**src/rtl/regfile_wb_arbiter_pkg.sv**
```systemverilog
// Shared constants and types for the register-file writeback arbiter.
package regfile_pkg;

  localparam int DATA_W   = 32;
  localparam int ADDR_W   = 5;
  localparam int NUM_REGS = 32;
  localparam int ZERO_REG = 0;

  typedef struct packed {
    logic [ADDR_W-1:0] addr;
    logic [DATA_W-1:0] data;
  } wb_entry_t;

endpackage

```
**src/rtl/wb_slot.sv**
```systemverilog
// One-entry writeback holding slot with full/seq tracking and valid/ready handshake.
module wb_slot
  import regfile_pkg::*;
#(
  parameter int DATA_W = regfile_pkg::DATA_W,
  parameter int ADDR_W = regfile_pkg::ADDR_W
) (
  input  logic              clk,
  input  logic              reset,
  input  logic              valid,
  output logic              ready,
  input  logic [ADDR_W-1:0] addr,
  input  logic [DATA_W-1:0] data,
  input  logic              grant,
  input  logic              load_seq,
  input  logic              clear_seq,
  output logic              full,
  output logic              seq,
  output logic [ADDR_W-1:0] slot_addr,
  output logic [DATA_W-1:0] slot_data
);

  logic load;

  // A granted slot frees up in the same edge, so it can take a new entry back to back.
  assign ready = ~full | grant;
  assign load  = valid & ready & (addr != ADDR_W'(ZERO_REG));

  always_ff @(posedge clk or posedge reset) begin
    if (reset) begin
      full <= 1'b0;
      seq  <= 1'b0;
    end else if (load) begin
      full <= 1'b1;
      seq  <= load_seq;
    end else if (grant) begin
      full <= 1'b0;
      seq  <= 1'b0;
    end else if (clear_seq) begin
      seq  <= 1'b0;
    end
  end

  always_ff @(posedge clk) begin
    if (load) begin
      slot_addr <= addr;
      slot_data <= data;
    end
  end

endmodule

```
**src/rtl/regfile_wb_arbiter.sv**
```systemverilog
// Arbitrates ALU and load writebacks onto the single register-file write port,
// keeping same-destination writes in age order and flagging read hazards.
module regfile_wb_arbiter
  import regfile_pkg::*;
#(
  parameter int DATA_W = regfile_pkg::DATA_W,
  parameter int ADDR_W = regfile_pkg::ADDR_W
) (
  input  logic              clk,
  input  logic              reset,
  input  logic              req0_valid,
  output logic              req0_ready,
  input  logic [ADDR_W-1:0] req0_addr,
  input  logic [DATA_W-1:0] req0_data,
  input  logic              req1_valid,
  output logic              req1_ready,
  input  logic [ADDR_W-1:0] req1_addr,
  input  logic [DATA_W-1:0] req1_data,
  input  logic [ADDR_W-1:0] rd_addr_1,
  input  logic [ADDR_W-1:0] rd_addr_2,
  output logic              stall,
  output logic              rf_reg_write,
  output logic [ADDR_W-1:0] rf_write_addr,
  output logic [DATA_W-1:0] rf_write_data,
  output logic [15:0]       wr_count
);

  logic              full0, full1, seq0, seq1;
  logic              gnt0, gnt1, rr, load0, both;
  logic [ADDR_W-1:0] addr0, addr1;
  logic [DATA_W-1:0] data0, data1;

  assign load0 = req0_valid & req0_ready & (req0_addr != ADDR_W'(ZERO_REG));

  // A new entry is newer whenever the other slot still holds something after this edge;
  // on a simultaneous load requester 1 is treated as the newer one.
  wb_slot #(.DATA_W(DATA_W), .ADDR_W(ADDR_W)) u_slot0 (
    .clk       (clk),
    .reset     (reset),
    .valid     (req0_valid),
    .ready     (req0_ready),
    .addr      (req0_addr),
    .data      (req0_data),
    .grant     (gnt0),
    .load_seq  (full1 & ~gnt1),
    .clear_seq (gnt1),
    .full      (full0),
    .seq       (seq0),
    .slot_addr (addr0),
    .slot_data (data0)
  );

  wb_slot #(.DATA_W(DATA_W), .ADDR_W(ADDR_W)) u_slot1 (
    .clk       (clk),
    .reset     (reset),
    .valid     (req1_valid),
    .ready     (req1_ready),
    .addr      (req1_addr),
    .data      (req1_data),
    .grant     (gnt1),
    .load_seq  ((full0 & ~gnt0) | load0),
    .clear_seq (gnt0),
    .full      (full1),
    .seq       (seq1),
    .slot_addr (addr1),
    .slot_data (data1)
  );

  assign both = full0 & full1;

  always_comb begin
    gnt0 = 1'b0;
    gnt1 = 1'b0;
    if (both) begin
      if (addr0 == addr1) begin
        gnt0 = ~seq0;
        gnt1 = seq0;
      end else begin
        gnt0 = ~rr;
        gnt1 = rr;
      end
    end else begin
      gnt0 = full0;
      gnt1 = full1;
    end
  end

  always_ff @(posedge clk or posedge reset) begin
    if (reset) begin
      rr       <= 1'b0;
      wr_count <= '0;
    end else begin
      if (both) rr <= gnt0;
      if (gnt0 | gnt1) wr_count <= wr_count + 16'd1;
    end
  end

  always_comb begin
    rf_reg_write  = gnt0 | gnt1;
    rf_write_addr = '0;
    rf_write_data = '0;
    if (gnt0) begin
      rf_write_addr = addr0;
      rf_write_data = data0;
    end else if (gnt1) begin
      rf_write_addr = addr1;
      rf_write_data = data1;
    end
  end

  assign stall = (full0 & ((addr0 == rd_addr_1) | (addr0 == rd_addr_2))) |
                 (full1 & ((addr1 == rd_addr_1) | (addr1 == rd_addr_2)));

endmodule

```
**config.mk**
```make
export PLATFORM = sky130hd
export DESIGN_NAME = regfile_wb_arbiter
export DESIGN_NICKNAME = d
export VERILOG_FILES = /design/src/rtl/regfile_wb_arbiter_pkg.sv /design/src/rtl/wb_slot.sv /design/src/rtl/regfile_wb_arbiter.sv
export SDC_FILE = /design/constraint.sdc
export NUM_CORES = 1
export LEC_CHECK = 0
export BUFFER_PORTS_ARGS = -buffer_cell sky130_fd_sc_hd__buf_2
export CAP_MARGIN = 0
export CORE_MARGIN = 10
export CORE_UTILIZATION = 49
export CTS_BUF_LIST = sky130_fd_sc_hd__clkbuf_16
export DETAILED_ROUTE_END_ITERATION = 10
export PLACE_DENSITY_LB_ADDON = 0.05
export SYNTH_ARGS = -nofsm -noshare
export SYNTH_HDL_FRONTEND = slang
export SYNTH_SLANG_ARGS = --single-unit
```
**constraint.sdc**
```tcl
create_clock -name clk -period 4.01 [get_ports clk]
set_clock_uncertainty 0.2 [all_clocks]
set_input_delay 1.203 -clock clk [delete_from_list [all_inputs] [get_ports clk]]
set_output_delay 1.203 -clock clk [all_outputs]
set_load 0.1 [all_outputs]
```
# Word-level counts from Yosys, hierarchy flattened
# Cells that the tools add are included.
[totals] regBits=94
[classes] n_addsub=1 n_eq_ne=5 muxes=14 bitwise_logic=19 reduce_logical=5
[ops] op="32-bit two-way mux" count=2
[ops] op="5-bit == test" count=5
[ops] op="16-bit by 1-bit adder with 16-bit output (second input constant)" count=1
[ops] op="1-bit two-way mux" count=10
[ops] op="5-bit two-way mux" count=2
[ops] op="5-bit nonzero test" count=2
[ops] op="1-bit bitwise AND" count=8
[ops] op="1-bit OR" count=6
[ops] op="1-bit NOT" count=5
[ops] op="2-bit nonzero test" count=2
[ops] op="3-bit nonzero test" count=1

# Depth between registers and ports, before layout
# Gate-level depths: netlist of run 1.
[logic_depth] word_depth=7 ltp_mapped=6 depth_no_buf=5

# By module
# From an unflattened synthesis of run 1, not the netlist that was laid out.
[unflattened] hier_cells=252 hier_area_um2=3922.5
[modules_own_cells] mod="wb_slot" n_inst=2 cells_per_inst=48 area_per_inst_um2=1226.2
[modules_own_cells] mod="regfile_wb_arbiter" n_inst=1 cells_per_inst=156 area_per_inst_um2=1470.2

# Worst setup path before layout of run 1
# OpenSTA, ideal clock, no wires.
[synth_path] path_type="input port to output port" startpoint="in rd_addr_1[4]" endpoint="out stall" t_arrival_ns=3.739 slack_ns=-1.132 stages=5 cell_sequence="xnor2_1 -> nand3_1 -> nor3_1 -> a31oi_1 -> o21ai_0"
[synth_via] elab_chain_len=4 elab_cells_between_ends=7 cone_classes="eq/ne: 2; bitwise: 5"
[synth_rtl] item="start, declared" line="regfile_wb_arbiter.sv:19" source="input logic [ADDR_W-1:0] rd_addr_1,"
[synth_rtl] item="5-bit == test, on equally long branches" line="regfile_wb_arbiter.sv:111, regfile_wb_arbiter.sv:112"
[synth_rtl] item="1-bit OR, on equally long branches" line="regfile_wb_arbiter.sv:111, regfile_wb_arbiter.sv:112"
[synth_rtl] item="1-bit bitwise AND, on equally long branches" line="regfile_wb_arbiter.sv:111, regfile_wb_arbiter.sv:112"
[synth_rtl] item="1-bit OR *" line="regfile_wb_arbiter.sv:111" source="assign stall = (full0 & ((addr0 == rd_addr_1) | (addr0 == rd_addr_2))) |"
[synth_rtl] item="end, declared" line="regfile_wb_arbiter.sv:21" source="output logic stall,"
# Every way passes the cells marked *; elsewhere a longest branch is shown, timed or not.

# Worst setup path after layout of run 1
[layout_path] startpoint="reg u_slot0.slot_addr[4]" endpoint="out rf_write_data[30]"
[layout_via] elab_chain_len=5 elab_cells_between_ends=7 cone_classes="eq/ne: 1; mux: 6"
[layout_rtl] item="start, declared" line="wb_slot.sv:19" source="output logic [ADDR_W-1:0] slot_addr,"
[layout_rtl] item="start signal, assigned" line="wb_slot.sv:46" source="slot_addr <= addr;"
[layout_rtl] item="5-bit == test *" line="regfile_wb_arbiter.sv:75" source="if (addr0 == addr1) begin"
[layout_rtl] item="1-bit two-way mux" line="regfile_wb_arbiter.sv:75"
[layout_rtl] item="1-bit two-way mux" line="regfile_wb_arbiter.sv:74" source="if (both) begin"
[layout_rtl] item="32-bit two-way mux" line="regfile_wb_arbiter.sv:105" source="end else if (gnt1) begin"
[layout_rtl] item="32-bit two-way mux *" line="regfile_wb_arbiter.sv:102" source="if (gnt0) begin"
[layout_rtl] item="end, declared" line="regfile_wb_arbiter.sv:24" source="output logic [DATA_W-1:0] rf_write_data,"
# Marks and branches as above.

==> PnR_summary.wiki, run 1 <==
{| class="wikitable"
! Metric !! Value
|-
| Fraction of final layout cells with drive strength greater than 1 || 49.75%
|-
| Y dimension of the die || 109.0 µm
|-
| Vias per std cell || 5.130
|-
| Signal arrival time at the worst endpoint || 2370 ps
|-
| Number of standard cells in the layout, taps in and fillers out || 501
|-
| Final weighted congestion of routability-driven global placement || 0.7655
|-
| Cells on worst reg2reg path || 5
|-
| Number of nets in the layout || 482
|-
| Avg WL per Cell || 19.43 µm
|-
| R2r startpoint || u_slot0.slot_addr[4]
|-
| Total DRC errors in the routed layout || 0
|-
| Max-slew headroom at the worst pin || 24.70%
|-
| Worst IR drop on VDD || 0.4916 mV
|-
| Distinct cells, synth || 29
|-
| Clock-pin slew of the registers on the worst-case setup and hold paths || 60 ps
|-
| Fillcell total || 511
|-
| Antenna violations before repair || 1
|-
| Antenna-violating nets left || 0
|-
| Clock root buffer || sky130_fd_sc_hd__clkbuf_16
|-
| Number of buffers created by CTS || 9
|-
| Ordered list of cells on the worst path || xnor2_1 -> and3_1 -> nand3_2 -> a31oi_4 -> buf_12 -> a22o_1 -> buf_12
|-
| Data required time of the critical path || 2610 ps
|-
| Share of the clock period used by the worst path after layout || 94.17%
|-
| RSZ-0062 raised after global routing || no
|-
| Placeable Area || 7727 µm²
|-
| Source-to-sink clock delay at the later pin of the worst-skew pair || 330 ps
|-
| Via count of the first global-routing pass || 2824
|-
| Total instance count after detailed placement || 484
|-
| Hold path startpoint || wr_count[15]
|-
| Number of clock sinks || 94
|-
| Leakage || 2.320 nW
|-
| Highest-count cells in the layout ignoring fill and taps || sky130_fd_sc_hd__buf_2, sky130_fd_sc_hd__edfxtp_1, sky130_fd_sc_hd__buf_12
|-
| Worst Path Max Fanout || 36
|-
| Min Tclk post-route || 3776 ps
|-
| Routed wire length || 9.733 mm
|-
| Portion of the post-synthesis area used by sequential elements || 70.19%
|-
| Power per unit of standard cell area || 868.3 nW/µm²
|-
| GRT Util Overall || 16.60%
|-
| Maximum number of pins on one net before global-route repair || 38
|-
| Max clock buf depth || 2
|-
| Most Frequent Cell on Critical Path || sky130_fd_sc_hd__buf_12
|-
| Final sum of negative setup slack || 0 ps
|-
| Flip-flop and latch count after synthesis || 94
|-
| Syn. warnings || 0
|-
| Count of maximum capacitance violations || 0
|-
| Place WS || 393.8 ps
|-
| First-pass detailed-route iteration total || 4
|-
| Max Transition Viols Final || 0
|-
| Area of the die || 11870 µm²
|-
| Setup fix buffers added after clock tree synthesis || 0
|-
| Cell count after synthesis || 241
|-
| Number of resized instances in the post-cts repair step || 0
|-
| Setup slack, reg-to-reg || 1130 ps
|-
| Endpoints failing setup || 0
|-
| Net count after synthesis || 330
|-
| Via count || 2570
|-
| WHS Path Cells || 1
|-
| Area of the mapped netlist || 3879 µm²
|-
| Slowest-stage cell, CP || sky130_fd_sc_hd__edfxtp_1
|-
| Port bufs || 144
|-
| Crit end category || primary output
|-
| Starting density of the core || 50.19%
|-
| Worst setup path class || reg -> out
|-
| End point of the worst hold path || wr_count[15]
|-
| Hold buffers post-CTS || 0
|-
| Number of hold violations in the final report || 0
|-
| Transition time at the pin with the least slew margin || 1127 ps
|-
| Area Growth Syn to Fin || 43.58%
|-
| H-tree levels || 3
|-
| Total I/O pin count || 145
|-
| CTS tree || done
|-
| HP Class || reg -> reg
|-
| CP delay by family, top || flip-flops
|-
| Post-DP HPWL || 7.281 mm
|-
| Worst Setup Start Kind || register
|-
| Buffering stage count on the worst path with inverters included || 2
|-
| Die Wd || 109.0 µm
|-
| PnR worst setup slack || 233.7 ps
|-
| Grt ovf || 0
|-
| Violation count after the first detailed-route iteration || 102
|-
| Most common library cell in the layout ignoring fill and taps || sky130_fd_sc_hd__buf_2
|-
| Capturing point of the worst reg2reg path || u_slot0.slot_data[0]
|-
| Wire length of the first global-routing pass || 15.10 mm
|-
| Floorplan row count || 32
|-
| Post-Syn Area per Cell || 16.09 µm²
|-
| Run status || finished, final reports clean
|-
| Highest attainable clock frequency || 264.8 MHz
|-
| CP max stage delay || 510 ps
|}
area by class of cell:
type,count,area (µm²),share of cell area (%)
repair buffers,148,1346,24.17
inverters,3,11.26,0.2022
clock inverters,7,41.29,0.7414
flip-flops and latches,94,2723,48.89
diodes,1,2.502,0.04493
well taps,102,127.6,2.292
multi-input cells,137,1092,19.61
clock buffers,9,225.2,4.044
stage by stage:
stage	utilization (%)	total power [W]	instance area (µm²)	hold slack, ps
2_1_floorplan	-	0.003216	3885	284.9
3_3_place_gp	68.59	0.004097	5300	268.1
3_5_place_dp	68.59	0.004122	5300	263.8
4_1_cts	72.04	0.004872	5567	278.5
5_1_grt	72.04	0.005009	5567	281.8
6_report	72.07	0.004836	5569	275.4
flip-flops by register name (all words and copies together), names as in the netlist:
signal,cells
u_slot0.slot_data,32
u_slot1.slot_data,32
wr_count,16
u_slot0.slot_addr,5
u_slot1.slot_addr,5
rr,1
u_slot0.full,1
u_slot0.seq,1
u_slot1.full,1
worst max path at each step:
stage	startpoint	to	slack (ps)	cells after the start
floorplan	u_slot1.slot_addr[2]	u_slot0.slot_addr[0]	140	5
global placement	rd_addr_1[1]	stall	450	7
detailed placement	rd_addr_1[3]	stall	390	7
CTS	u_slot0.slot_addr[4]	rf_write_data[30]	230	7
global route	u_slot1.slot_addr[2]	rf_write_data[30]	80	7
finish	u_slot0.slot_addr[4]	rf_write_data[30]	230	7
cell families (layout without fill, tap and decap cells):
logic type	Yosys count	count (layout)	share of synthesized area [%]
multiplexers	1	1	0.2903
AND/OR/NAND/NOR	48	48	6.839
adder cells (fa/ha/maj)	1	1	0.3225
flip-flops	94	94	70.19
XOR/XNOR	40	40	9.032
buffers and inverters	10	167	2.129
AO/OA/AOI/OAI	47	47	11.19
other	0	1	0
Yosys cell counts (all sizes together):
cell / instances / share of area (%)
a21o: 1 / 0.23
dfrtp: 20 / 13
o21ai: 7 / 1.0
ha: 1 / 0.32
a31oi: 2 / 0.71
xnor2: 29 / 6.5
inv: 3 / 0.29
and3: 4 / 0.65
xor2: 11 / 2.5
nor3: 6 / 1.1
nand2: 12 / 1.2
and2: 1 / 0.16
or4: 2 / 0.39
buf: 6 / 1.7
clkbuf: 1 / 0.097
nand4: 5 / 0.81
and4: 2 / 0.45
nand3: 11 / 1.5
a22o: 37 / 9.3
edfxtp: 74 / 57
nor2: 3 / 0.29
nor2b: 2 / 0.32
mux2: 1 / 0.29
layer usage:
metal	vias up	part of all wire [%]	wire length (µm)	track usage, %
li1	1231	-	-	-
met4	0	0.96	93	4.331
met5	-	0	0	0
met2	99	49	4789	27.08
met3	8	8.2	801	6.667
met1	1232	42	4049	20.07
power by group:
group          switching, W  leakage (nW)  total [W]  internal, W
Clock              0.000336         0.128   0.000750     0.000414
Combinational       0.00189          1.22    0.00276     0.000875
Sequential         0.000101         0.971    0.00132      0.00122
Note: power is estimated with default switching activity, not from simulation.
==> inputs of run 2 (changes only) <==
--- a/config.mk
+++ b/config.mk
@@ -8,7 +8,7 @@
 export BUFFER_PORTS_ARGS = -buffer_cell sky130_fd_sc_hd__buf_2
 export CAP_MARGIN = 0
 export CORE_MARGIN = 10
-export CORE_UTILIZATION = 49
+export CORE_UTILIZATION = 40
 export CTS_BUF_LIST = sky130_fd_sc_hd__clkbuf_16
 export DETAILED_ROUTE_END_ITERATION = 10
 export PLACE_DENSITY_LB_ADDON = 0.05
==> PnR_summary.wiki, run 2 (synthesized netlist as in run 1, its figures left out) <==
{| class="wikitable"
! Metric !! Value
|-
| WHS Path Cells || 1
|-
| Crit end category || primary output
|-
| Run status || finished, final reports clean
|-
| Beginning of the critical path || u_slot1.slot_addr[0]
|-
| Power share of the clock group || 17.4%
|-
| Max-slew headroom at the worst pin || 50.25%
|-
| Area of the die || 14040 µm²
|-
| Count of maximum capacitance violations || 0
|-
| Routed wire length || 10.13 mm
|-
| Largest registers || u_slot0.slot_data x32, u_slot1.slot_data x32, wr_count x16
|-
| Most common library cell in the layout ignoring fill and taps || sky130_fd_sc_hd__buf_2
|-
| Highest-count cells in the layout ignoring fill and taps || sky130_fd_sc_hd__buf_2, sky130_fd_sc_hd__edfxtp_1, sky130_fd_sc_hd__buf_12
|-
| Data required time of the critical path || 2610 ps
|-
| Switching pwr || 0.002351 W
|-
| Grt ovf || 0
|-
| Total I/O pin count || 145
|-
| Highest attainable clock frequency || 264.3 MHz
|-
| First-pass detailed-route iteration total || 4
|-
| Transition time at the pin with the least slew margin || 745.4 ps
|-
| Area Growth Syn to Fin || 45.52%
|-
| Floorplan row count || 35
|-
| Fraction of final layout cells with drive strength greater than 1 || 50.63%
|-
| Ordered list of cells on the worst path || xnor2_1 -> and3_1 -> nand3_2 -> a31oi_4 -> buf_12 -> a22o_1 -> buf_12
|-
| Violation count after the first detailed-route iteration || 109
|-
| Final sum of negative setup slack || 0 ps
|-
| Leakage || 2.344 nW
|-
| Total DRC errors in the routed layout || 0
|-
| Worst setup path class || reg -> out
|-
| Worst IR drop on VDD || 0.6386 mV
|-
| Antenna violations before repair || 1
|-
| Clock root buffer || sky130_fd_sc_hd__clkbuf_16
|-
| Min Tclk post-route || 3784 ps
|-
| Number of inserted diodes || 0
|-
| Maximum number of pins on one net before global-route repair || 38
|-
| Cells on worst reg2reg path || 6
|-
| Starting density of the core || 41.58%
|-
| Post-DP HPWL || 7.480 mm
|-
| Number of hold violations in the final report || 0
|-
| CTS tree || done
|-
| Share of the clock period used by the worst path after layout || 94.37%
|-
| Setup fix buffers added after clock tree synthesis || 0
|-
| Signal arrival time at the worst endpoint || 2380 ps
|-
| Avg WL per Cell || 19.19 µm
|-
| Number of buffers created by CTS || 9
|-
| Fillcell total || 737
|-
| Number of nets in the layout || 483
|-
| Worst Path Max Fanout || 36
|-
| Cell depth of the worst setup path || 7
|-
| HP Class || reg -> reg
|-
| Via count || 2577
|-
| Clock-pin slew of the registers on the worst-case setup and hold paths || 70 ps
|-
| Max Transition Viols Final || 0
|-
| Antenna-violating nets left || 0
|-
| CP max stage delay || 470 ps
|-
| Hold path startpoint || wr_count[15]
|-
| Port bufs || 144
|-
| GRT Util Overall || 13.89%
|-
| Slowest-stage cell, CP || sky130_fd_sc_hd__edfxtp_1
|-
| Internal || 0.002589 W
|-
| Place WS || 347.4 ps
|-
| Placeable Area || 9328 µm²
|-
| Endpoints failing setup || 0
|-
| Number of standard cells in the layout, taps in and fillers out || 528
|-
| Power per unit of standard cell area || 875.2 nW/µm²
|-
| RSZ-0062 raised after global routing || no
|-
| Hold buffers post-CTS || 0
|-
| Buffering stage count on the worst path with inverters included || 2
|-
| Most Frequent Cell on Critical Path || sky130_fd_sc_hd__buf_12
|-
| Source-to-sink clock delay at the later pin of the worst-skew pair || 330 ps
|-
| Vias per std cell || 4.881
|-
| Wire length of the first global-routing pass || 15.50 mm
|-
| CP delay by family, top || compound AO/OA/AOI/OAI gates
|-
| Number of clock sinks || 94
|-
| Worst Setup Start Kind || register
|-
| PnR worst setup slack || 225.8 ps
|-
| Fraction of power spent switching nets || 47.59%
|-
| Final weighted congestion of routability-driven global placement || 0.7928
|-
| Die Wd || 118.5 µm
|-
| Via count of the first global-routing pass || 2787
|-
| R2r startpoint || u_slot1.slot_addr[0]
|-
| Number of resized instances in the post-cts repair step || 0
|-
| H-tree levels || 3
|-
| Power share of the combinational group || 56.0%
|-
| Total instance count after detailed placement || 512
|-
| Sequential Power Share || 26.6%
|-
| Max clock buf depth || 2
|-
| Y dimension of the die || 118.5 µm
|}
-- run 2: cell types whose count changed in the layout (fill, tap and decap cells not counted) --
cell                        change
sky130_fd_sc_hd__diode_2        -1
sky130_fd_sc_hd__inv_6          +4
sky130_fd_sc_hd__buf_4          +1
sky130_fd_sc_hd__clkinv_1       -3
sky130_fd_sc_hd__clkinv_4       -2
sky130_fd_sc_hd__bufinv_16      +1
-- run 2: per-layer routing --
metal  wire, µm  part of all wire, %  global-route usage (%)  vias up
li1           -                    -                       -     1237
met1       4353                   43                   17.31     1250
met2       5141                   51                   22.98       80
met3        563                  5.6                   3.903        8
met4         58                 0.57                   4.122        2
met5         13                 0.13                       0        -
-- run 2: layout make-up --
type / instances / area, µm² / share of cell area, %
flip-flops and latches: 94 / 2723 / 48.24
clock inverters: 7 / 77.57 / 1.374
inverters: 3 / 11.26 / 0.1995
clock buffers: 9 / 225.2 / 3.990
multi-input cells: 137 / 1092 / 19.35
well taps: 129 / 161.4 / 2.860
repair buffers: 149 / 1354 / 23.99
-- run 2: power groups by stage --
stage	logic [W]	clock network [W]	registers (W)
after floorplan	0.00164	0	0.00158
after global placement	0.00278	0	0.00133
after detailed placement	0.00279	0	0.00134
after CTS	0.00279	0.000885	0.00132
after global routing	0.00284	0.000921	0.00134
final	0.00276	0.000860	0.00132
-- run 2: final timing paths --
check	slack, ps	to
worst max-delay path	230	rf_write_data[28]
max in group asynchronous	2340	wr_count[12]
worst max register to register	1490	u_slot0.slot_data[2]
min in group asynchronous	790	wr_count[6]
worst min-delay path	290	wr_count[15]
worst min register to register	290	wr_count[15]
-- run 2: metrics by stage --
stage | utilization (%) | area (µm²) | power [W] | hold WS, ps
after floorplan | - | 3885 | 0.003216 | 284.9
after global placement | 57.26 | 5341 | 0.004113 | 274.7
after detailed placement | 57.26 | 5341 | 0.004129 | 276.1
after CTS | 60.51 | 5644 | 0.004997 | 294.4
after global routing | 60.51 | 5644 | 0.005104 | 318.1
final | 60.51 | 5644 | 0.004940 | 287.4
==> inputs of run 3 (changes only) <==
--- a/config.mk
+++ b/config.mk
@@ -5,7 +5,7 @@
 export SDC_FILE = /design/constraint.sdc
 export NUM_CORES = 1
 export LEC_CHECK = 0
-export BUFFER_PORTS_ARGS = -buffer_cell sky130_fd_sc_hd__buf_2
+export BUFFER_PORTS_ARGS = -buffer_cell sky130_fd_sc_hd__buf_4
 export CAP_MARGIN = 0
 export CORE_MARGIN = 10
 export CORE_UTILIZATION = 40
==> PnR_summary.wiki, run 3 (synthesized netlist as in run 1, its figures left out) <==
{| class="wikitable"
! Metric !! Value
|-
| Highest attainable clock frequency || 264.3 MHz
|-
| Transition time at the pin with the least slew margin || 764.8 ps
|-
| Ordered list of cells on the worst path || xnor2_1 -> and3_1 -> nand3_2 -> a31oi_4 -> buf_4 -> a22o_1 -> buf_4
|-
| Leakage || 2.282 nW
|-
| Final sum of negative setup slack || 0 ps
|-
| Number of clock sinks || 94
|-
| Run status || finished, final reports clean
|-
| Floorplan row count || 35
|-
| Max Transition Viols Final || 0
|-
| Fraction of final layout cells with drive strength greater than 1 || 50.25%
|-
| RSZ-0062 raised after global routing || no
|-
| Wire length of the first global-routing pass || 15.46 mm
|-
| H-tree levels || 3
|-
| Number of buffers created by CTS || 9
|-
| Avg WL per Cell || 19.35 µm
|-
| Buffering stage count on the worst path with inverters included || 2
|-
| Grt ovf || 0
|-
| Post-DP HPWL || 7.422 mm
|-
| PnR worst setup slack || 226.4 ps
|-
| Slowest-stage cell, CP || sky130_fd_sc_hd__edfxtp_1
|-
| Y dimension of the die || 118.5 µm
|-
| Port bufs || 144
|-
| Endpoints failing setup || 0
|-
| GRT Util Overall || 14.05%
|-
| R2r startpoint || u_slot1.slot_addr[0]
|-
| Cell depth of the worst setup path || 7
|-
| Hold path startpoint || wr_count[15]
|-
| First-pass detailed-route iteration total || 5
|-
| Capturing point of the worst reg2reg path || u_slot1.slot_data[27]
|-
| CTS tree || done
|-
| Starting density of the core || 41.58%
|-
| Number of nets in the layout || 484
|-
| CP max stage delay || 470 ps
|-
| End point of the worst hold path || wr_count[15]
|-
| Power per unit of standard cell area || 834.6 nW/µm²
|-
| Number of hold violations in the final report || 0
|-
| Most Frequent Cell on Critical Path || sky130_fd_sc_hd__buf_4
|-
| Area of the die || 14040 µm²
|-
| Antenna-violating nets left || 0
|-
| Clock-pin slew of the registers on the worst-case setup and hold paths || 60 ps
|-
| Die Wd || 118.5 µm
|-
| Setup fix buffers added after clock tree synthesis || 0
|-
| Number of resized instances in the post-cts repair step || 0
|-
| Maximum number of pins on one net before global-route repair || 37
|-
| Hold buffers post-CTS || 0
|-
| Largest registers || u_slot0.slot_data x32, u_slot1.slot_data x32, wr_count x16
|-
| Via count of the first global-routing pass || 2744
|-
| Clock root buffer || sky130_fd_sc_hd__clkbuf_16
|-
| Place WS || 347.6 ps
|-
| Routed wire length || 10.24 mm
|-
| Highest-count cells in the layout ignoring fill and taps || sky130_fd_sc_hd__buf_4, sky130_fd_sc_hd__edfxtp_1, sky130_fd_sc_hd__xnor2_1
|-
| CP delay by family, top || buffers and inverters
|-
| Violation count after the first detailed-route iteration || 123
|-
| Area Growth Syn to Fin || 40.06%
|-
| Worst setup path class || reg -> out
|-
| Vias per std cell || 4.909
|-
| Max-slew headroom at the worst pin || 48.96%
|-
| Signal arrival time at the worst endpoint || 2380 ps
|-
| Antenna violations before repair || 0
|-
| Placeable Area || 9328 µm²
|-
| Fillcell total || 771
|-
| Crit end category || primary output
|-
| Cells on worst reg2reg path || 6
|-
| Max clock buf depth || 2
|-
| Total DRC errors in the routed layout || 0
|-
| Source-to-sink clock delay at the later pin of the worst-skew pair || 330 ps
|-
| Share of the clock period used by the worst path after layout || 94.35%
|-
| Final weighted congestion of routability-driven global placement || 0.7412
|-
| Number of inserted diodes || 0
|-
| Total I/O pin count || 145
|-
| Most common library cell in the layout ignoring fill and taps || sky130_fd_sc_hd__buf_4
|-
| Sum of internal, switching and leakage power || 0.004534 W
|-
| Via count || 2597
|-
| HP Class || reg -> reg
|-
| Data required time of the critical path || 2610 ps
|-
| Total instance count after detailed placement || 512
|-
| Final design area excluding fillers || 5433 µm²
|-
| Worst Setup Start Kind || register
|-
| WHS Path Cells || 1
|-
| Number of standard cells in the layout, taps in and fillers out || 529
|-
| Worst Path Max Fanout || 8
|-
| Count of maximum capacitance violations || 0
|-
| Setup slack, reg-to-reg || 1400 ps
|-
| Standard cell area after detailed placement || 5131 µm²
|-
| Worst IR drop on VDD || 0.4528 mV
|-
| Min Tclk post-route || 3784 ps
|}
run 3: per-stage QoR:
step,hold slack [ps],utilization [%]
after CTS,292.2,58.16
after global routing,326.2,58.24
after detailed placement,272.4,55.01
after floorplan,284.9,-
final,287.0,58.24
after global placement,281.9,55.01
run 3: worst max-delay path by stage:
stage | startpoint | to | slack (ps)
final | u_slot1.slot_addr[0] | rf_write_data[29] | 230
after detailed placement | rd_addr_1[4] | stall | 350
after floorplan | u_slot1.slot_addr[2] | u_slot0.slot_addr[0] | 140
after CTS | u_slot1.slot_addr[0] | rf_write_data[28] | 10
after global placement | rd_addr_1[4] | stall | 360
after global routing | u_slot1.slot_addr[0] | rf_write_data[27] | 70
run 3: final cells by class:
cell class / count / area, µm² / share of cell area [%]
flip-flops and latches: 94 / 2723 / 50.12
repair buffers: 150 / 1151 / 21.19
multi-input cells: 137 / 1092 / 20.11
clock buffers: 9 / 225.2 / 4.146
well taps: 129 / 161.4 / 2.971
clock inverters: 7 / 68.82 / 1.267
inverters: 3 / 11.26 / 0.2073
run 3: per-layer routing:
layer / vias up / part of all wire (%) / global-route usage [%]
met1: 1265 / 43 / 17.48
li1: 1239 / - / -
met5: - / 0 / 0
met3: 7 / 5.4 / 3.665
met2: 86 / 51 / 23.19
met4: 0 / 0.83 / 4.809
run 3: power breakdown:
part / total [W] / switching (W) / internal, W
Sequential: 0.00132 / 0.0000986 / 0.00122
Combinational: 0.00237 / 0.00181 / 0.000559
Clock: 0.000846 / 0.000361 / 0.000485
run 3: worst reg2reg max path: stages (launching register included):
cell                       delay (ps)
sky130_fd_sc_hd__edfxtp_1         470
sky130_fd_sc_hd__xnor2_1          290
sky130_fd_sc_hd__and3_1           250
sky130_fd_sc_hd__nand3_2          130
sky130_fd_sc_hd__nand4_1          200
sky130_fd_sc_hd__nor2b_4          230
sky130_fd_sc_hd__buf_4            460
